## src/rtl/alu_issue.sv

```systemverilog
// ALU issue stage: decodes RV32I/M integer instructions at push time and
// buffers the decoded operation in a 2-entry FIFO that feeds the ALU.
module alu_issue #(
   parameter int XLEN = 32
) (
   input  logic            clk,
   input  logic            rst_n,
   input  logic            in_valid,
   output logic            in_ready,
   input  logic [31:0]     in_instr,
   input  logic [XLEN-1:0] in_rs1_val,
   input  logic [XLEN-1:0] in_rs2_val,
   output logic            out_valid,
   input  logic            out_ready,
   output logic [4:0]      out_opcode,
   output logic [XLEN-1:0] out_a,
   output logic [XLEN-1:0] out_b,
   output logic [4:0]      out_rd,
   output logic            out_illegal,
   output logic [7:0]      illegal_count
);

   localparam logic [6:0] MAJ_OP     = 7'b0110011;
   localparam logic [6:0] MAJ_OP_IMM = 7'b0010011;
   localparam logic [6:0] MAJ_LUI    = 7'b0110111;

   logic [4:0]      entOpcode_q  [2];
   logic [XLEN-1:0] entA_q       [2];
   logic [XLEN-1:0] entB_q       [2];
   logic [4:0]      entRd_q      [2];
   logic            entIllegal_q [2];

   logic       head_q, head_d;
   logic       tail_q, tail_d;
   logic [1:0] count_q, count_d;
   logic [7:0] illCnt_q, illCnt_d;
   logic       initDone_q;

   logic [4:0]      decOpcode;
   logic [XLEN-1:0] decA;
   logic [XLEN-1:0] decB;
   logic            decLegal;
   logic [2:0]      funct3;
   logic [6:0]      funct7;
   logic            push;
   logic            pop;

   assign funct3 = in_instr[14:12];
   assign funct7 = in_instr[31:25];

   // in_ready is held low until the first clock after reset releases
   assign in_ready  = initDone_q && (count_q < 2'd2);
   assign out_valid = (count_q != 2'd0);
   assign push      = in_valid && in_ready;
   assign pop       = out_valid && out_ready;

   assign out_opcode    = entOpcode_q[head_q];
   assign out_a         = entA_q[head_q];
   assign out_b         = entB_q[head_q];
   assign out_rd        = entRd_q[head_q];
   assign out_illegal   = entIllegal_q[head_q];
   assign illegal_count = illCnt_q;

   // Decode the incoming word into ALU opcode and operands; anything not listed is illegal
   always_comb begin
      decOpcode = 5'b00000;
      decA      = '0;
      decB      = '0;
      decLegal  = 1'b0;
      case (in_instr[6:0])
         MAJ_OP: begin
            decA = in_rs1_val;
            decB = in_rs2_val;
            case (funct7)
               7'b0000000: begin
                  decLegal = 1'b1;
                  case (funct3)
                     3'd0: decOpcode = 5'b00100;
                     3'd1: decOpcode = 5'b00110;
                     3'd2: decOpcode = 5'b10100;
                     3'd3: decOpcode = 5'b10101;
                     3'd4: decOpcode = 5'b10010;
                     3'd5: decOpcode = 5'b00111;
                     3'd6: decOpcode = 5'b10001;
                     default: decOpcode = 5'b10011;
                  endcase
               end
               7'b0100000: begin
                  if (funct3 == 3'd0) begin
                     decLegal  = 1'b1;
                     decOpcode = 5'b00101;
                  end else if (funct3 == 3'd5) begin
                     decLegal  = 1'b1;
                     decOpcode = 5'b01000;
                  end
               end
               7'b0000001: begin
                  decLegal = 1'b1;
                  case (funct3)
                     3'd0: decOpcode = 5'b01001;
                     3'd1: decOpcode = 5'b01010;
                     3'd2: decOpcode = 5'b01100;
                     3'd3: decOpcode = 5'b01011;
                     3'd4: decOpcode = 5'b01101;
                     3'd5: decOpcode = 5'b01110;
                     3'd6: decOpcode = 5'b01111;
                     default: decOpcode = 5'b10000;
                  endcase
               end
               default: ;
            endcase
         end
         MAJ_OP_IMM: begin
            decA = in_rs1_val;
            decB = {{(XLEN-12){in_instr[31]}}, in_instr[31:20]};
            case (funct3)
               3'd0: begin decLegal = 1'b1; decOpcode = 5'b00100; end
               3'd2: begin decLegal = 1'b1; decOpcode = 5'b10100; end
               3'd3: begin decLegal = 1'b1; decOpcode = 5'b10101; end
               3'd4: begin decLegal = 1'b1; decOpcode = 5'b10010; end
               3'd6: begin decLegal = 1'b1; decOpcode = 5'b10001; end
               3'd7: begin decLegal = 1'b1; decOpcode = 5'b10011; end
               3'd1: begin
                  decB = {{(XLEN-5){1'b0}}, in_instr[24:20]};
                  if (funct7 == 7'b0000000) begin
                     decLegal  = 1'b1;
                     decOpcode = 5'b00110;
                  end
               end
               default: begin
                  decB = {{(XLEN-5){1'b0}}, in_instr[24:20]};
                  if (funct7 == 7'b0000000) begin
                     decLegal  = 1'b1;
                     decOpcode = 5'b00111;
                  end else if (funct7 == 7'b0100000) begin
                     decLegal  = 1'b1;
                     decOpcode = 5'b01000;
                  end
               end
            endcase
         end
         MAJ_LUI: begin
            decLegal  = 1'b1;
            decOpcode = 5'b00001;
            decA      = {in_instr[31:12], 12'b0};
            decB      = '0;
         end
         default: ;
      endcase
      if (!decLegal) begin
         decOpcode = 5'b00000;
         decA      = '0;
         decB      = '0;
      end
   end

   // Next-state for FIFO pointers, occupancy and the saturating illegal counter
   always_comb begin
      head_d   = head_q;
      tail_d   = tail_q;
      count_d  = count_q;
      illCnt_d = illCnt_q;
      if (push) tail_d = ~tail_q;
      if (pop)  head_d = ~head_q;
      case ({push, pop})
         2'b10:   count_d = count_q + 2'd1;
         2'b01:   count_d = count_q - 2'd1;
         default: count_d = count_q;
      endcase
      if (pop && entIllegal_q[head_q] && (illCnt_q != 8'hFF)) illCnt_d = illCnt_q + 8'd1;
   end

   // State registers; reset clears every entry so the head outputs read zero
   always_ff @(posedge clk or negedge rst_n) begin
      if (!rst_n) begin
         head_q     <= 1'b0;
         tail_q     <= 1'b0;
         count_q    <= 2'd0;
         illCnt_q   <= 8'd0;
         initDone_q <= 1'b0;
         for (int i = 0; i < 2; i++) begin
            entOpcode_q[i]  <= 5'b00000;
            entA_q[i]       <= '0;
            entB_q[i]       <= '0;
            entRd_q[i]      <= 5'b00000;
            entIllegal_q[i] <= 1'b0;
         end
      end else begin
         head_q     <= head_d;
         tail_q     <= tail_d;
         count_q    <= count_d;
         illCnt_q   <= illCnt_d;
         initDone_q <= 1'b1;
         if (push) begin
            entOpcode_q[tail_q]  <= decOpcode;
            entA_q[tail_q]       <= decA;
            entB_q[tail_q]       <= decB;
            entRd_q[tail_q]      <= in_instr[11:7];
            entIllegal_q[tail_q] <= !decLegal;
         end
      end
   end

endmodule

```

## config.mk

```make
export PLATFORM = sky130hd
export DESIGN_NAME = alu_issue
export DESIGN_NICKNAME = d
export VERILOG_FILES = /design/src/rtl/alu_issue.sv
export SDC_FILE = /design/constraint.sdc
export NUM_CORES = 1
export LEC_CHECK = 0
export ABC_AREA = 0
export ABC_CLOCK_PERIOD_IN_PS = 2240
export CAP_MARGIN = 20
export CORE_ASPECT_RATIO = 0.8
export CORE_UTILIZATION = 50
export DETAILED_ROUTE_END_ITERATION = 10
export GPL_ROUTABILITY_DRIVEN = 0
export GPL_TIMING_DRIVEN = 0
export MAX_ROUTING_LAYER = met4
export PLACE_DENSITY = 0.8
export SYNTH_ARGS = -nofsm -noshare
export SYNTH_HDL_FRONTEND = slang
export SYNTH_SLANG_ARGS = --single-unit
```

## constraint.sdc

```tcl
create_clock -name clk -period 2.24 [get_ports clk]
set_input_delay 0.336 -clock clk [delete_from_list [all_inputs] [get_ports clk]]
set_output_delay 0.336 -clock clk [all_outputs]
set_load 0.02 [all_outputs]
```

After elaboration in Yosys (flattened, before gate mapping)
Cells that the tools add are included.
W data, S select, Z words.
{"block": "word_totals", "reg_bits": 163, "latchBits": 0, "ram_bits": 0, "romBits": 0, "inputBits": 100, "out_inout_bits": 85, "wordCells": 106, "memories": 0}
{"block": "classes", "addsub": 3, "multipliers": 0, "div_mod_pow": 0, "n_lt_le_gt_ge": 4, "n_eq_ne": 15, "shifts": 0, "n_mux": 51, "bitwise_logic": 4, "n_reduce_logical": 14}
{"op": "$mux W32", "count": 10}
{"op": "$bwmux W64", "count": 2}
{"op": "$pmux W32 S2", "count": 2}
{"op": "$pmux W5 S7", "count": 3}
{"op": "$mux W5", "count": 8}
{"op": "$demux W32 S1", "count": 1}
{"op": "$pmux W5 S3", "count": 2}
{"op": "$eq A7 B6 Y1 const B", "count": 3}
{"op": "$bwmux W10", "count": 2}
{"op": "$mux W4", "count": 4}
{"op": "$eq A3 B3 Y1 const B", "count": 4}
{"op": "$mux W1", "count": 9}
{"op": "$add A8 B1 Y8 const B", "count": 1}
{"op": "$ne A8 B8 Y1 const B", "count": 1}
{"op": "$eq A7 B1 Y1 const B", "count": 1}
{"op": "$eq A7 B5 Y1 const B", "count": 1}
{"op": "$logic_not A7 Y1", "count": 1}
{"op": "$eq A3 B2 Y1 const B", "count": 2}
{"op": "$logic_and A1 B1 Y1", "count": 6}
{"op": "$reduce_or A6 Y1", "count": 1}
{"op": "$demux W5 S1", "count": 1}
{"op": "$ge A2 B2 Y1 const B", "count": 2}
{"op": "$not A1 Y2", "count": 2}
{"op": "$pmux W1 S2", "count": 2}
{"op": "other kinds (17)", "count": 20}

Logic depth before layout (Yosys ltp)
Gate-level depths: netlist of the first run.
{"block": "logic_depth", "word_depth": 7, "depth_mapped": 8, "mapped_depth_nobuf": 6}

Worst setup path before layout of the first run
OpenSTA, ideal clock, no wires.
{"block": "synth_timing", "path_kind": "reg2reg", "start": "reg count_q[1]", "end": "reg entB_q[37] (netlist bit)", "setup_time_ps": 95, "arrival_time_ps": 2110, "required_ps": 2145, "setup_slack_ps": 35, "path_stages_with_launch": 8, "path_buffers": 2, "synth_period_minus_slack_ps": 2205, "path_cell_list": "dfrtp_1 nor2b_1 nand2_1 or2_2 clkbuf_1 or3_1 clkbuf_1 o31ai_1"}
{"block": "synth_between", "elab_chain_len": 3}
{"element": "from (decl)", "line": "35", "rtl": "logic [1:0] count_q, count_d;"}
{"element": "from (signal assigned)", "line": "191", "rtl": "count_q <= count_d;"}
{"element": "$lt A2 B2 Y1", "line": "52", "rtl": "assign in_ready = initDone_q && (count_q < 2'd2);"}
{"element": "$logic_and A1 B1 Y1", "line": "52"}
{"element": "via in_ready", "line": "9", "rtl": "output logic in_ready,"}
{"element": "$logic_and A1 B1 Y1", "line": "54", "rtl": "assign push = in_valid && in_ready;"}
{"element": "to (signal, indexed assignment)", "line": "184", "rtl": "entB_q[i] <= '0;"}
{"element": "to (signal, indexed assignment)", "line": "197", "rtl": "entB_q[tail_q] <= decB;"}
{"element": "to (decl)", "line": "29", "rtl": "logic [XLEN-1:0] entB_q [2];"}
The timed path passes the listed nets, and every way through them passes these cells.
A chain may end at the register's enable or synchronous reset.

Worst setup path in the final report of the first run
{"block": "layout_timing", "start": "in in_instr[13]", "end": "reg entB_q[32] (netlist bit)"}
{"block": "layout_between", "elab_chain_len": 7, "elab_cells_between_ends": 16, "classes_between": "eq/ne: 7; mux: 7; reduce/logical: 2"}
{"element": "from (decl)", "line": "10", "rtl": "input logic [31:0] in_instr,"}
{"element": "$eq A3 B3 Y1", "line": "92", "rtl": "end else if (funct3 == 3'd5) begin"}
{"element": "$mux W1", "line": "92"}
{"element": "$mux W1", "line": "89", "rtl": "if (funct3 == 3'd0) begin"}
{"element": "$pmux W1 S2", "line": "74", "rtl": "case (funct7)"}
{"element": "$pmux W1 S3 (*)", "line": "70", "rtl": "case (in_instr[6:0])"}
{"element": "$mux W32 (*)", "line": "150", "rtl": "if (!decLegal) begin"}
{"element": "$bwmux W64 (*)", "line": "197"}
Mark *: on every way between the ends. The rest lies on a longest branch, timed or not.

==> results.md, run 1 <==
* Syn Inst Count at just over 800
* CTS tree: done
* Final hold vios at 0
* Synth Area in Adders at 0.3143%
* Ranking of synthesized cells by area: dfrtp_1 51%, mux2_2 11%, nand2_1 8.7%
* Synthesized area at roughly 8000 sq um
* Synth area leader: dfrtp_1
* Vias after detailed routing at just over 7000
* Core Region at between 15000 and 20000 sq um
* Worst slew margin at a little over half
* I/O pin cnt at 185
* Drt pass-1 iters at 5
* Fraction of layout cells with a size suffix above 1 at 18.43%
* Clock buffer depth at 2
* Reg2Reg Launch Point: initDone_q
* NumNets Final at ~1100
* Clk slew on worst S/H paths at roughly 0.060 ns
* Cell Count, Final, Fillers Out at about 1300
* Main combinational cell family by area after synthesis: simple AND/OR/NAND/NOR gates
* Slew Viols, Final at 0
* Setup TNS at 0 ns
* Final Cell Area at ~11000 sq um
* Post-synthesis mux area share at 11.65%
* Hold depth at 3
* Die span in y at 114.9 um
* Area Overhead vs Synth at 36.34%
* DP HPWL at between 15 and 20 mm
* EDFF count, synth at 0
* Final setup vio count at 0
* Fmax at roughly 450 MHz
* Min Clock Period, post-route at ~2.2 ns
* DRT Wirelength at ~24 mm
* Synth Warn # at 0
* Reg2Reg Depth at 6
* Register bit count reported by yosys at between 150 and 200
* Main flop type after synthesis: dfrtp_1
* Dpl cells at between 1000 and 1500
* Clock Latency Late Sink at ~0.43 ns
* Chip width at 143.1 um
* DP Area at 10090 sq um
* Die Area at 16430 sq um
* Worst path arrival time at roughly 2.5 ns
* Htree depth at 4
* Unrepaired setup endpoints after global routing: yes
* Number of global-route vias before repair at 7149
* Syn nets at just over 900
* Asr flop ratio synth at 100.0%
* Site Rows at 40
* Gr ovfl total at 0
* Avg Inst Size Synth at between 9 and 10 sq um
* DR DRC count at 0
* Synth top area share at a little over 50%
* Clock sink count at 163
* Post-DRT Antenna Nets at 0
* Max-cap violations at 0
* Initial antenna violation count at 0
* Final Util at ~70%
* HP Class: in -> reg
* Vias per cell at roughly 5.7
* WS Path Type: in -> reg
* Min-Delay Startpoint: in_instr[31]
* Peak supply drop at between 0.5 and 0.6 mV
* Initial Utilization at 52.16%
* Nature of the critical path startpoint: primary input
* Share of the clock period used by the worst path at between 90% and 100%
* Largest net degree at the start of global routing at 103
* Post-synthesis xor/xnor area fraction at around 1.2%
* Gr usage total at between 30% and 40%
* Reg-to-Reg End: entB_q[4]
* N_diodes at 0
* Crit end category: register
* Required @ worst endpoint at 2.53 ns
* Reg2Reg Setup Slack at approximately 0.1 ns
* Worst clock skew at slightly below 0.007 ns
* DRT iter0 DRCs at between 500 and 600
* Avg WL per Cell at roughly 19 um
* CP Max Fanout at 10
* Seq/Total Area, Yosys at around half
* Complex-gate fraction of the synthesized area at between 10% and 20%
* Port-buffer cells at 183
* Root Driver: clkbuf_16
* Synth Area in Simple Gates at between 10% and 20%
* Status: complete, no violations
* PwrDens at between 700 and 800 nW/um^2
* Worst Hold End: entA_q[63]
* Final Total Pwr at 0.008681 W
* Cell variety after synth at 43
* TritonCTS Buffers at 17
* First-pass GRT wire length at between 30 and 40 mm
* # fillers at between 1000 and 1500
* Leakage power at a little under 5 nW
* Slew @ Worst Pin at between 0.7 and 0.8 ns
-- layout by cell type (no fill, tap or decap), types with 7 or more instances in the layout --
master / synthesis / routed
a21oi_1: 37 / 35
a31oi_1: 12 / 12
and2_1: 11 / 11
buf_4: 0 / 17
clkbuf_1: 56 / 33
clkbuf_16: 0 / 17
clkbuf_2: 0 / 36
clkdlybuf4s15_1: 0 / 22
clkdlybuf4s50_1: 0 / 103
dfrtp_1: 163 / 162
dlygate4sd2_1: 0 / 33
mux2_2: 77 / 77
nand2_1: 184 / 184
nand2b_1: 18 / 17
nand3_1: 8 / 8
nor2_1: 19 / 18
nor2b_1: 25 / 24
o21ai_0: 67 / 55
o21ai_1: 36 / 48
o31ai_1: 47 / 45
xnor2_1: 7 / 7
-- worst max-delay path by stage --
| stage | from | endpoint | slack (ns) |
|---|---|---|---|
| after global routing | in_instr[5] | entA_q[56] | -0.08 |
| after detailed placement | in_instr[13] | entA_q[54] | -1.02 |
| final | in_instr[13] | entB_q[32] | 0.01 |
| after CTS | head_q | out_a[26] | -0.02 |
| after global placement | rst_n | entA_q[49] | -5.70 |
| after floorplan | count_q[1] | entB_q[37] | 0.03 |
-- layer usage --
layer | up-vias | share of wire (%) | GRT usage, %
li1 | 3305 | - | -
met1 | 3576 | 44 | 42.26
met2 | 350 | 47 | 47.54
met3 | 34 | 7.7 | 7.164
met4 | 0 | 1.3 | 9.534
met5 | - | 0 | -
-- sequential cells by signal (all words and copies together), names as in the netlist --
name and cells:
illegal_count 8, entIllegal_q 2, entA_q 64, entOpcode_q 10
entRd_q 10, head_q 1, tail_q 1, entB_q 64
initDone_q 1, count_q 2
-- cell type report --
cell class	count	area (sq um)	share of cell area (%)
repair buffers	202	1867	17.20
clock inverters	10	110.1	1.014
inverters	3	11.26	0.1037
flip-flops and latches	163	4080	37.59
plain buffers	60	346.6	3.193
well taps	210	262.8	2.421
clock buffers	21	450.4	4.150
multi-input cells	599	3726	34.33
-- power breakdown --
group | switching (W) | internal, W | total, W
clock network | 0.00117 | 0.00165 | 0.00283
logic | 0.00133 | 0.00114 | 0.00247
registers | 0.000201 | 0.00319 | 0.00339
-- Yosys cell counts, types with 2 or more instances --
cell	number
a21oi_1	37
a31oi_1	12
and2_1	11
and3_1	4
buf_1	5
buf_2	3
clkbuf_1	56
dfrtp_1	163
ha_1	2
inv_1	3
mux2_2	77
mux2i_1	6
nand2_1	184
nand2b_1	18
nand3_1	8
nand3b_1	2
nor2_1	19
nor2b_1	25
nor3_1	6
nor3b_1	2
nor4_1	2
nor4_4	2
o21a_1	2
o21ai_0	67
o21ai_1	36
o221ai_1	2
o31ai_1	47
or2_2	2
or3_1	3
xnor2_1	7
xor2_1	4
-- critical path: stages --
cell and delay [ns]:
clkdlybuf4s50_1 0.49, nand2b_2 0.37, a21oi_2 0.24, nor4_4 0.07, buf_6 0.14, nor3_1 0.42
clkbuf_4 0.34, o31ai_1 0.11
-- logic make-up after synthesis --
| logic type | count (synthesis) |
|---|---|
| flops | 163 |
| xor+xnor | 11 |
| compound gates | 211 |
| simple gates | 291 |
| mux | 83 |
| fa+ha+maj | 2 |
| buf+inv | 67 |
| other cells | 1 |
-- stage by stage --
| stage | worst slack (ns) | hold WS [ns] |
|---|---|---|
| after floorplan | 0.03457 | 0.04041 |
| after global placement | -5.703 | 0.4527 |
| after detailed placement | -1.020 | 0.2952 |
| after CTS | -0.02158 | 0.4399 |
| after global routing | -0.07951 | 0.4372 |
| final | 0.01273 | 0.4088 |
-- repair_timing --
item | in CTS | in global routing
gates resized for setup | 149 | 90
setup buffers | 8 | 9
endpoints found under the setup margin | 209 | 172
hold buffers | 1 | 0
pin swaps | 4 | 4
endpoints found under the hold margin | 61 | 0
Note: power is estimated with default switching activity, not from simulation.
==> run 2: changes to the inputs <==
ABC_AREA = 1   (was 0)
ABC_CLOCK_PERIOD_IN_PS = 2700   (was 2240)
PLACE_DENSITY = 0.79   (was 0.8)
SLEW_MARGIN = 20   (was not set)
clock period = 2.7 ns   (was 2.24 ns; I/O delays follow)
==> results.md, run 2 <==
* Status: complete, no violations
* Reg2Reg Setup Slack at 0.66 ns (+0.56 ns)
* WS Path Type: reg -> out
* HP Class: reg -> reg
* Asr flop ratio synth at 100.0% (unchanged)
* Slew Viols, Final at 0 (unchanged)
* Biggest regs: entA_q x64, entB_q x64
* Die Area at 17930 sq um (+9.1%)
* Number of global-route vias before repair at 8237 (+15%)
* Most frequent cell after synthesis: nand2_1
* Share of the clock period used by the worst path at between 90% and 100%
* Commonest cells after routing, fill and taps aside: 678 x nand2_1, 179 x clkdlybuf4s50_1, 163 x dfrtp_1
* Synth Warn # at 0 (unchanged)
* Chip width at 149.5 um (+4.5%)
* Reg2Reg Depth at 7 (+1)
* Initial antenna violation count at 0 (unchanged)
* Clock sink count at 163 (unchanged)
* NumNets Final at 1513 (+32%)
* Setup TNS at 0 ns (unchanged)
* Min-Delay Startpoint: entA_q[15]
* Gr ovfl total at 0 (unchanged)
* PwrDens at 604.6 nW/um^2 (-24%)
* Synthesized area at 8698 sq um (+9.3%)
* Syn Inst Count at 1207 (+46%)
* Seq/Total Area, Yosys at 46.89% (-4.3 points)
* N_diodes at 0 (unchanged)
* Top cell by count, worst path: nand2_1
* Synth area leader: dfrtp_1
* Clk slew on worst S/H paths at 0.07 ns (about the same)
* CTS tree: done
* Ranking of synthesized cells by area: dfrtp_1 47%, nand2_1 29%, nand3_1 5.9%
* Total setup buffers inserted after CTS at 0 (-8)
* Worst slew margin at 50.71% (-1.4 points)
* Port-buffer cells at 183 (unchanged)
* Max incr delay on CP at 0.61 ns (+0.12 ns)
* Leakage power at 6.217 nW (+27%)
* Final setup vio count at 0 (unchanged)
* Post-DRT Antenna Nets at 0 (unchanged)
* Most common cell after layout, fill and taps aside: nand2_1
* Syn nets at 1309 (+41%)
* Drt pass-1 iters at 7 (+2)
* Max-cap violations at 0 (unchanged)
* Synth cell count leaders: 678 x nand2_1, 163 x dfrtp_1, 102 x nand3_1, 45 x inv_1
* Initial Utilization at 51.89% (-0.27 points)
* Final hold vios at 0 (unchanged)
* Min Clock Period, post-route at 2.635 ns
* Storage cell area at 4079 sq um (about the same)
* Avg Inst Size Synth at 7.207 sq um (-25%)
* Root Driver: clkbuf_16
* Final Total Pwr at 0.006927 W (-20%)
* Largest net degree at the start of global routing at 97 (-5.8%)
* Multi-input logic area at 4036 sq um (+8.3%)
* EDFF count, synth at 0 (unchanged)
* CP Max Fanout at 10 (unchanged)
* Clock Latency Late Sink at 0.43 ns (about the same)
* Crit end category: output port
* Cell variety after synth at 29 (-33%)
* Hold depth at 2 (-1)
* Main flop type after synthesis: dfrtp_1
* I/O pin cnt at 185 (unchanged)
* First-pass GRT wire length at 41.89 mm (+11%)
* Reg-to-Reg End: entB_q[45]
* Slowest stage cell, crit path: clkdlybuf4s50_1
* Worst clock skew at 0.008278 ns (+0.001530 ns)
* Fraction of layout cells with a size suffix above 1 at 9.761% (-8.7 points)
* # fillers at 1441 (+26%)
* DP HPWL at 18.48 mm (+13%)
* Required @ worst endpoint at 2.30 ns (-0.23 ns)
* Worst path cell trace: clkbuf_4, inv_2, buf_2, nand2_1, nand2_1, clkdlybuf4s50_1
* DRT Wirelength at 26.00 mm (+8.8%)
* Worst Hold End: entA_q[15]
* DRT iter0 DRCs at 712 (+26%)
* Slew @ Worst Pin at 0.7393 ns (+0.02503 ns)
* Nature of the critical path startpoint: register
* Area Overhead vs Synth at 31.72%
* Avg WL per Cell at 15.81 um (-16%)
* DR DRC count at 0 (unchanged)
* Reg2Reg Launch Point: count_q[1]
* Gr usage total at 31.14% (-0.30 points)
* Core Region at 16760 sq um (+9.8%)
* TritonCTS Buffers at 17 (unchanged)
* Vias per cell at 5.254 (-8.3%)
* Clock buffer depth at 2 (unchanged)
* Synth top area share at 46.89% (-4.3 points)
* CP delay by family, top: buffers and inverters
* Unrepaired setup endpoints after global routing: yes
* Site Rows at 42 (+5.0%)
* Fmax at between 300 and 400 MHz
* Buf+Inv Stages, Crit Path at 4 (+1)
* Register bit count reported by yosys at 163 (unchanged)
* Peak supply drop at 0.4538 mV (-14%)
* Die span in y at 120.0 um (+4.4%)
* Htree depth at 4 (unchanged)
* Worst path arrival time at 2.23 ns (-0.29 ns)
* Vias after detailed routing at 8638 (+19%)
-- run 2: changes by cell type in the layout (fill, tap and decap cells not counted), sizes merged, moves of 48 or more --
cell,change
clkdlybuf4s50,+76
inv,+49
mux2,-77
nand2,+496
nand3,+135
o21ai,-61
o31ai,-48
-- run 2: cells by family after synthesis --
| group | after synthesis | share of synthesized area, % |
|---|---|---|
| buffers and inverters | 123 | 6.703 |
| DFF | 163 | 46.89 |
| and+or+nand+nor | 864 | 42.62 |
| AOI/OAI and AO/OA | 46 | 2.647 |
| xor gates and xnor gates | 8 | 0.8054 |
| adders and majority gates | 2 | 0.2876 |
| other | 1 | 0.04311 |
-- run 2: tightest hold or removal path: stages, from the launching register on --
cell     delay (ns)
dfrtp_1        0.34
nand2_1        0.05
nand2_1        0.05
-- run 2: area by class of cell --
| cell class | instances | area share (%) |
|---|---|---|
| clock buffer | 18 | 3.833 |
| buffer | 74 | 3.779 |
| inverter | 49 | 1.605 |
| clock inverter | 14 | 1.125 |
| tap | 220 | 2.403 |
| multi-input combinational | 921 | 35.23 |
| sequential | 163 | 35.60 |
| timing repair buffer | 185 | 16.42 |
-- run 2: how the worst max path moves through the flow --
| stage | from | end | slack [ns] | cells past startpoint |
|---|---|---|---|---|
| after floorplan | count_q[1] | count_q[1] | 0.99 | 6 |
| after global placement | rst_n | entB_q[17] | -5.40 | 1 |
| after detailed placement | head_q | out_b[30] | 0.07 | 6 |
| after CTS | head_q | out_a[30] | 0.01 | 5 |
| after global routing | head_q | out_b[16] | -0.02 | 6 |
| final | head_q | out_b[30] | 0.07 | 6 |
-- run 2: repair_timing --
action                                  4_1_cts  5_1_grt
resized for setup                            12       18
endpoints found under the setup margin       70       67
pin swaps                                     0        0
hold endpoints to repair                     67        0
gates cloned                                  0        0
hold buffers                                  1        0
-- run 2: metal layers --
metal / share of wire [%] / vias up / wire (um) / global-route usage (%)
met5: 0 / - / 0 / -
met4: 1.4 / 0 / 371 / 7.589
met3: 9.2 / 35 / 2396 / 6.350
met2: 45 / 410 / 11800 / 48.15
met1: 44 / 4049 / 11430 / 41.98
li1: - / 4144 / - / -
-- run 2: power breakdown --
group / leakage [nW] / internal [W] / switching (W)
Combinational: 3.72 / 0.000658 / 0.00122
Clock: 0.261 / 0.00130 / 0.00104
Sequential: 2.23 / 0.00260 / 0.000104
-- run 2: stage by stage --
step                utilization, %  worst slack [ns]  instances  area [sq um]  hold WS, ns
floorplan                        -            0.9873       1207          8698       0.1094
global placement             64.46            -5.399       1610         10810       0.4607
detailed placement           64.65           0.07406       1611         10840       0.3889
CTS                          68.20           0.01074       1644         11430       0.4829
global route                 68.35          -0.01875       1644         11460       0.4924
finish                       68.35           0.06536       1644         11460       0.4785
